==> src/rtl/usb_rx_depacketizer.sv <==
// Low Speed USB receive depacketizer: NRZI decode, bit unstuffing, SYNC/PID/EOP
// framing. Everything advances on bit_strobe; the output pulses last one cycle.
package types;
  typedef enum logic [1:0] {
    SE0 = 2'b00,
    J   = 2'b01,
    K   = 2'b10,
    SE1 = 2'b11
  } d_port_t;

  typedef logic [3:0] pid_t;

  localparam pid_t PID_OUT   = 4'b0001;
  localparam pid_t PID_IN    = 4'b1001;
  localparam pid_t PID_SOF   = 4'b0101;
  localparam pid_t PID_SETUP = 4'b1101;
  localparam pid_t PID_DATA0 = 4'b0011;
  localparam pid_t PID_DATA1 = 4'b1011;
  localparam pid_t PID_ACK   = 4'b0010;
  localparam pid_t PID_NAK   = 4'b1010;
  localparam pid_t PID_STALL = 4'b1110;
  localparam pid_t PID_PRE   = 4'b1100;

  function automatic logic pid_known(input pid_t p);
    case (p)
      PID_OUT, PID_IN, PID_SOF, PID_SETUP, PID_DATA0,
      PID_DATA1, PID_ACK, PID_NAK, PID_STALL, PID_PRE: pid_known = 1'b1;
      default: pid_known = 1'b0;
    endcase
  endfunction
endpackage

// Handshake: no backpressure. rx_data is meaningful only in the cycle rx_valid
// is high; rx_sop marks the PID byte; rx_eop/rx_error close a packet, never both.
module usb_rx_depacketizer (
  input  logic            clk,
  input  logic            reset_n,
  input  types::d_port_t  line,
  input  logic            bit_strobe,
  output logic            rx_active,
  output logic [7:0]      rx_data,
  output logic            rx_valid,
  output logic            rx_sop,
  output types::pid_t     rx_pid,
  output logic            rx_eop,
  output logic            rx_error,
  output logic [2:0]      dbg_state
);

  typedef enum logic [2:0] {
    IDLE   = 3'd0,
    SYNC   = 3'd1,
    DATA   = 3'd2,
    EOP    = 3'd3,
    WAIT_J = 3'd4
  } state_t;

  state_t         state, state_nx;
  types::d_port_t prev_sym, prev_nx;
  logic [1:0]     zero_cnt, zero_nx;
  logic [2:0]     ones_cnt, ones_nx;
  logic [2:0]     bit_cnt, bit_nx;
  logic [7:0]     shreg, shreg_nx;
  logic           first_byte, first_nx;
  logic           aligned, aligned_nx;
  logic [1:0]     se0_cnt, se0_nx;
  logic [7:0]     data_nx;
  types::pid_t    pid_nx;
  logic           valid_nx, sop_nx, eop_nx, err_nx;
  logic           dbit;
  logic [7:0]     byte_full;

  assign dbit      = (line == prev_sym);
  assign byte_full = {dbit, shreg[7:1]};
  assign rx_active = (state == DATA) || (state == EOP);
  assign dbg_state = state;

  always_comb begin
    state_nx   = state;
    prev_nx    = prev_sym;
    zero_nx    = zero_cnt;
    ones_nx    = ones_cnt;
    bit_nx     = bit_cnt;
    shreg_nx   = shreg;
    first_nx   = first_byte;
    aligned_nx = aligned;
    se0_nx     = se0_cnt;
    data_nx    = rx_data;
    pid_nx     = rx_pid;
    valid_nx   = 1'b0;
    sop_nx     = 1'b0;
    eop_nx     = 1'b0;
    err_nx     = 1'b0;

    if (bit_strobe) begin
      // Line-state symbols (SE0/SE1) never disturb the NRZI reference.
      if (line == types::J || line == types::K) prev_nx = line;

      case (state)
        IDLE: begin
          if (line == types::K) begin
            state_nx = SYNC;
            zero_nx  = 2'd1;
          end
        end

        SYNC: begin
          case (line)
            types::SE0: state_nx = IDLE;
            types::SE1: begin
              err_nx   = 1'b1;
              state_nx = WAIT_J;
            end
            default: begin
              if (!dbit) begin
                zero_nx = (zero_cnt == 2'd3) ? 2'd3 : zero_cnt + 2'd1;
              end else if (zero_cnt == 2'd3) begin
                state_nx   = DATA;
                ones_nx    = 3'd0;
                bit_nx     = 3'd0;
                shreg_nx   = 8'h00;
                first_nx   = 1'b1;
                aligned_nx = 1'b1;
              end else begin
                state_nx = IDLE;
              end
            end
          endcase
        end

        DATA: begin
          case (line)
            types::SE0: begin
              state_nx = EOP;
              se0_nx   = 2'd1;
              if (bit_cnt != 3'd0) begin
                err_nx     = 1'b1;
                aligned_nx = 1'b0;
              end
            end
            types::SE1: begin
              err_nx   = 1'b1;
              state_nx = WAIT_J;
            end
            default: begin
              if (ones_cnt == 3'd6) begin
                // Stuffed zero is dropped; a seventh one is a stuff violation.
                if (!dbit) begin
                  ones_nx = 3'd0;
                end else begin
                  err_nx   = 1'b1;
                  state_nx = WAIT_J;
                end
              end else begin
                ones_nx  = dbit ? ones_cnt + 3'd1 : 3'd0;
                shreg_nx = byte_full;
                bit_nx   = bit_cnt + 3'd1;
                if (bit_cnt == 3'd7) begin
                  data_nx  = byte_full;
                  valid_nx = 1'b1;
                  if (first_byte) begin
                    first_nx = 1'b0;
                    sop_nx   = 1'b1;
                    pid_nx   = byte_full[3:0];
                    if ((byte_full[7:4] != ~byte_full[3:0]) ||
                        !types::pid_known(byte_full[3:0])) begin
                      err_nx   = 1'b1;
                      state_nx = WAIT_J;
                    end
                  end
                end
              end
            end
          endcase
        end

        EOP: begin
          // A misaligned packet already reported its error on entry.
          case (line)
            types::SE0: begin
              if (se0_cnt == 2'd2) begin
                err_nx   = aligned;
                state_nx = WAIT_J;
              end else begin
                se0_nx = 2'd2;
              end
            end
            types::J: begin
              eop_nx   = aligned;
              state_nx = IDLE;
            end
            default: begin
              err_nx   = aligned;
              state_nx = WAIT_J;
            end
          endcase
        end

        WAIT_J: begin
          if (line == types::J) state_nx = IDLE;
        end

        default: state_nx = IDLE;
      endcase
    end
  end

  always_ff @(posedge clk or negedge reset_n) begin
    if (!reset_n) begin
      state      <= IDLE;
      prev_sym   <= types::J;
      zero_cnt   <= 2'd0;
      ones_cnt   <= 3'd0;
      bit_cnt    <= 3'd0;
      shreg      <= 8'h00;
      first_byte <= 1'b0;
      aligned    <= 1'b0;
      se0_cnt    <= 2'd0;
      rx_data    <= 8'h00;
      rx_pid     <= 4'b0000;
      rx_valid   <= 1'b0;
      rx_sop     <= 1'b0;
      rx_eop     <= 1'b0;
      rx_error   <= 1'b0;
    end else begin
      state      <= state_nx;
      prev_sym   <= prev_nx;
      zero_cnt   <= zero_nx;
      ones_cnt   <= ones_nx;
      bit_cnt    <= bit_nx;
      shreg      <= shreg_nx;
      first_byte <= first_nx;
      aligned    <= aligned_nx;
      se0_cnt    <= se0_nx;
      rx_data    <= data_nx;
      rx_pid     <= pid_nx;
      rx_valid   <= valid_nx;
      rx_sop     <= sop_nx;
      rx_eop     <= eop_nx;
      rx_error   <= err_nx;
    end
  end

endmodule

==> config.mk <==
export PLATFORM = sky130hd
export DESIGN_NAME = usb_rx_depacketizer
export DESIGN_NICKNAME = d
export VERILOG_FILES = /design/src/rtl/usb_rx_depacketizer.sv
export SDC_FILE = /design/constraint.sdc
export NUM_CORES = 1
export LEC_CHECK = 0
export CAP_MARGIN = 5
export CELL_PAD_IN_SITES_DETAIL_PLACEMENT = 0
export CELL_PAD_IN_SITES_GLOBAL_PLACEMENT = 1
export CORE_ASPECT_RATIO = 1.1
export CORE_MARGIN = 2
export CORE_UTILIZATION = 35
export CTS_BUF_LIST = sky130_fd_sc_hd__clkbuf_8
export DETAILED_ROUTE_END_ITERATION = 16
export PLACE_DENSITY = 0.67
export SYNTH_ARGS = -nofsm -noshare
export SYNTH_HDL_FRONTEND = slang
export SYNTH_SLANG_ARGS = --single-unit
==> constraint.sdc <==
create_clock -name clk -period 2.54 [get_ports clk]
set_input_delay 0.762 -clock clk [delete_from_list [all_inputs] [get_ports clk]]
set_output_delay 0.762 -clock clk [all_outputs]
set_load 0.05 [all_outputs]
# Word-level counts from Yosys, hierarchy flattened

Memories as Yosys holds them, arrays and structs flattened.
Cells that the tools add are included.

Register bits: 41
Memory bits (read-only): 16
Input port bits: 5
Output and inout port bits: 20
Word-level logic and storage cells: 158
Memories kept: 1

Memory list:

| name             | depth | bits a word | rd ports | clocked after memory_dff | wr ports | line | RTL |
|---|---|---|---|---|---|---|---|
| (name not given) | 16    | 1           | 1        | 0                        | 0        | 25   | `case (p)` |

$add $sub $neg: 3
Equality and inequality tests: 33
Mux-type cells: 82
Bitwise gates (word level): 3
Reduce and logical (&&, ||, !) cells: 21

Operators by type and width:

| cell                | number |
|---|---|
| $mux 3              | 18 |
| $mux 8              | 5 |
| $mux 1              | 37 |
| $pmux 3 s2          | 5 |
| $reduce_and 7->1    | 3 |
| $ne 2x2->1 const B  | 9 |
| $mux 2              | 8 |
| $pmux 8 s2          | 1 |
| $pmux 3 s5          | 1 |
| $reduce_and 5->1    | 3 |
| $ne 5x1->1 const B  | 2 |
| $eq 3x3->1 const B  | 3 |
| $reduce_and 9->1    | 1 |
| $eq 2x2->1 const B  | 4 |
| $ne 2x1->1 const B  | 4 |
| $pmux 1 s2          | 4 |
| $pmux 2 s2          | 2 |
| $reduce_and 8->1    | 1 |
| $add 3x1->3 const B | 2 |
| $eq 3x2->1 const B  | 2 |
| $ne 3x3->1 const B  | 2 |
| $reduce_and 6->1    | 1 |
| $reduce_bool 2->1   | 3 |
| $ne 5x2->1 const B  | 1 |
| 17 further kinds    | 20 |

# Longest topological paths before layout

An unclocked memory read counts as a cell.

Depth in word-level cells: 16
Mapped depth: 8
Gate-level depth less buffers: 8

# Least setup slack after synthesis

Ideal clock, no wire load.

Path type: register to register
Start: reg state[1], in the netlist dbg_state[1]
End: reg state[0], in the netlist dbg_state[0]
Setup time: 0.128 ns
Arrival: 2.429 ns
Data required time: 2.412 ns
Path slack: -0.017 ns
Stages on the path, launching flop included: 7
Path buffers: 1
Clock period less this slack: 2.557 ns
Cell sequence: dfrtp_1 buf_4 nor2b_1 o2111ai_1 o211ai_1 nor3_2 mux2_1

Longest elaborated chain between the ends: 3
Elaborated cells on any way between the ends: 15
Classes of those cells: 12 x eq/ne; 1 x mux; 2 x reduce/logical

RTL lines:

| item                                               | line | RTL |
|---|---|---|
| start, declared                                    | 58   | `state_t state, state_nx;` |
| start signal, assigned                             | 226  | `state <= state_nx;` |
| $eq 3x2->1, or another cell as far along           | 99   | `case (state)` |
| $ne 5x1->1 (no line), or another cell as far along | -    |  |
| $reduce_and 9->1 (no line)                         | -    |  |

Parallel ways exist; a longest one is shown, timed or not.
A chain may end at the register's enable or synchronous reset.

# Worst setup path after layout

Start: in bit_strobe
End: reg state[0], in the netlist dbg_state[0]

Longest elaborated chain between the ends: 1

RTL lines:

| item                       | line | RTL |
|---|---|---|
| start, declared            | 39   | `input logic bit_strobe,` |
| $reduce_and 9->1 (no line) | -    |  |

Every way passes these cells.

==> qor.txt <==
DRT iter0 DRCs = 67
Vias per cell = 4.850
Post-Syn Area per Cell = 10.56 um2
Register area share after synthesis = 46.52%
Fin. Hold Viols = 0
Async SR Flop Fraction = 100.0%
Input/output buffers = 24
Routed WL = 4634 um
Top FF cell, synth = dfrtp_1
Fin nets = 277
Initial Utilization = 36.88%
Crit-path max cell delay = 550 ps
CP Capture Type = flop
Die W = 78.81 um
Share of cells above drive strength 1 = 25.48%
Total Routing Usage GR = 14.82%
Req. time, crit path = 2720 ps
# IOs = 25
Yosys reg bits = 40
Slew Limit Fails = 0
Setup Crit Path Kind = input pin to flop
Relative slew margins = 58.79%
Drt drc = 0
Net Count, Synth = 218
Vias = 1649
Longest Clk Path Bufs = 2
Max Freq = 0.4498 GHz
Clk root buf = clkbuf_8
FILL cells = 570
Post-Syn Area = 2155 um2
Final Skew = 4.096 ps
Crit-path cells = clkdlybuf4s50_1 -> a21boi_0 -> o211ai_1 -> nor3_4 -> mux2_1
Unrepaired setup endpoints after global routing = no
Detailed Routing Iterations Pass 1 = 4
Overflow after GRT = 0
Finished Cell Area = 2806 um2
Worst R2R End = dbg_state[0]
Row count = 29
RD Place Congestion = 0.8018
Final worst path period need = 2223 ps
DIE AREA = 6801 um2
Storage cell area = 1002 um2
CP Launch Type = input pin
Post-synth EDFFs = 0
Worst-path clk slew = 80 ps
Most frequent cells in the layout = dfrtp_1 (39), buf_4 (36), nand2_1 (35), clkdlybuf4s50_1 (17), inv_1 (11)
Crit path buffers/inverters = 1
DP Wirelength = 3392 um
Routed length per placed instance = 13.63 um
Initial antenna violation count = 0
CORE AREA = 5842 um2
Dpl cell area = 2714 um2
Footprint of the multi-input gates = 1091 um2
Die Span Y = 86.29 um
Power per Cell Area = 781.2 nW/um2
Max FO, Critical Path = 5
Worst slew pin tran = 614.8 ps
DRT antenna net count = 0
Status = finished clean
H-tree levels = 2
Total power draw = 2.192 mW
Lkg Pwr = 1.309 nW
Placed insts = 333
Critical path arrival = 2400 ps
Worst skew pair latency = 290 ps
Min-delay worst type = input pin to async pin
Setup violations, final = 0
Post-CTS Setup Bufs = 0
Cts bufs inserted = 5
Pin count of the biggest net entering global routing = 41
Synth Warn # = 0
Non-Filler Instances = 340
Mapped Cells = 204
First-pass GRT wire length = 7886 um
Post-synth cell types = 52
Antenna diodes = 0
Reg-to-reg startpoint = dbg_state[2]
Max stage delay cell, worst path = clkdlybuf4s50_1
CTS Sinks = 40
Final period utilization = 87.53%
TritonCTS clock tree = built
Max-cap viol count = 0
CP delay by family, top = buffers and inverters
Leading cell type in the layout, fill and taps excluded = dfrtp_1
Area growth, synth to finish = 30.26%
Reg-to-reg slack, setup = 560 ps
VDD IR max = 0.0006558 V
Vias in the first global route = 1631
Worst reg2reg path depth = 4
[registers in the layout (all words and copies together), names as in the netlist]
signal and count:
rx_sop 1, dbg_state 3, ones_cnt 3, rx_valid 1
se0_cnt 2, first_byte 1, rx_data 8, bit_cnt 3
prev_sym 2, rx_error 1, zero_cnt 2, shreg 7
aligned 1, rx_eop 1, rx_pid 4
[report_power, final]
| group | switching, mW | leakage, nW | internal, mW |
|---|---|---|---|
| Clock | 0.223 | 0.0400 | 0.186 |
| Sequential | 0.0852 | 0.530 | 0.737 |
| Combinational | 0.555 | 0.738 | 0.406 |
[cell type report]
class	count	share of cell area (%)
clock buffer	5	2.452
tap	77	3.433
clock inverter	2	0.4458
inverter	12	1.605
multi-input combinational	147	38.88
sequential	40	35.71
timing repair buffer	57	17.48
[cell families after synthesis]
logic type,synth area share [%]
simple gates,16.61
mux,6.097
xor+xnor,3.542
fa+ha+maj,5.227
flops,46.52
buf+inv,3.252
compound gates,18.76
[cell usage after synthesis, types with 2 or more instances]
library cell	count	area share [%]
o2bb2ai_1	2	0.81
mux2_2	6	3.1
and3_1	3	0.87
nand2_1	35	6.1
o21ai_0	6	1.4
a21oi_1	7	1.6
nor2b_1	2	0.58
nand2b_1	4	1.2
mux2_1	3	1.6
or3_1	2	0.58
nor2_1	6	1.0
buf_2	2	0.46
nand3_1	2	0.46
xnor2_1	5	2.0
nor3_2	2	0.93
o21a_1	3	1.0
a2111oi_4	2	2.6
o211ai_1	4	1.4
xor2_2	2	1.5
o31ai_1	2	0.70
mux2i_1	3	1.4
dfrtp_1	39	45
inv_1	11	1.9
nand4_1	2	0.58
ha_1	9	5.2
a21boi_0	2	0.70
o22ai_1	4	1.2
nor3_1	3	0.70
a22o_1	8	3.3
[metal layers]
metal,vias up,wire length (um),GRT usage [%]
met5,-,0,0
met4,0,60,4.232
met3,5,119,2.917
met2,19,2182,24.01
met1,787,2271,20.36
li1,838,-,-
[worst max-delay path by stage]
stage                     startpoint            to  slack [ps]  cells past startpoint
final                     bit_strobe  dbg_state[0]         320                      5
after global routing      bit_strobe   zero_cnt[0]         230                      6
after CTS                    line[0]  dbg_state[0]          20                      7
after detailed placement     line[0]  dbg_state[0]        -330                      8
after global placement       line[0]  dbg_state[2]        -290                      8
after floorplan              line[0]     rx_pid[0]         280                      8
[timing repair]
item	4_1_cts	5_1_grt
gates cloned	0	0
pin swaps	1	2
setup endpoints to repair	3	13
hold buffers	0	0
gates resized for setup	1	2
[through the flow]
stage	util [%]	setup TNS [ps]	worst slack [ps]	hold slack (ps)
final	48.04	0	316.8	413.0
after floorplan	-	0	275.5	448.6
after detailed placement	46.46	-4423	-332.2	462.9
after global placement	46.46	-4307	-289.3	458.0
after CTS	47.95	0	19.61	431.1
after global routing	48.04	0	228.1	448.9
Power figures use the tool's default switching activity.
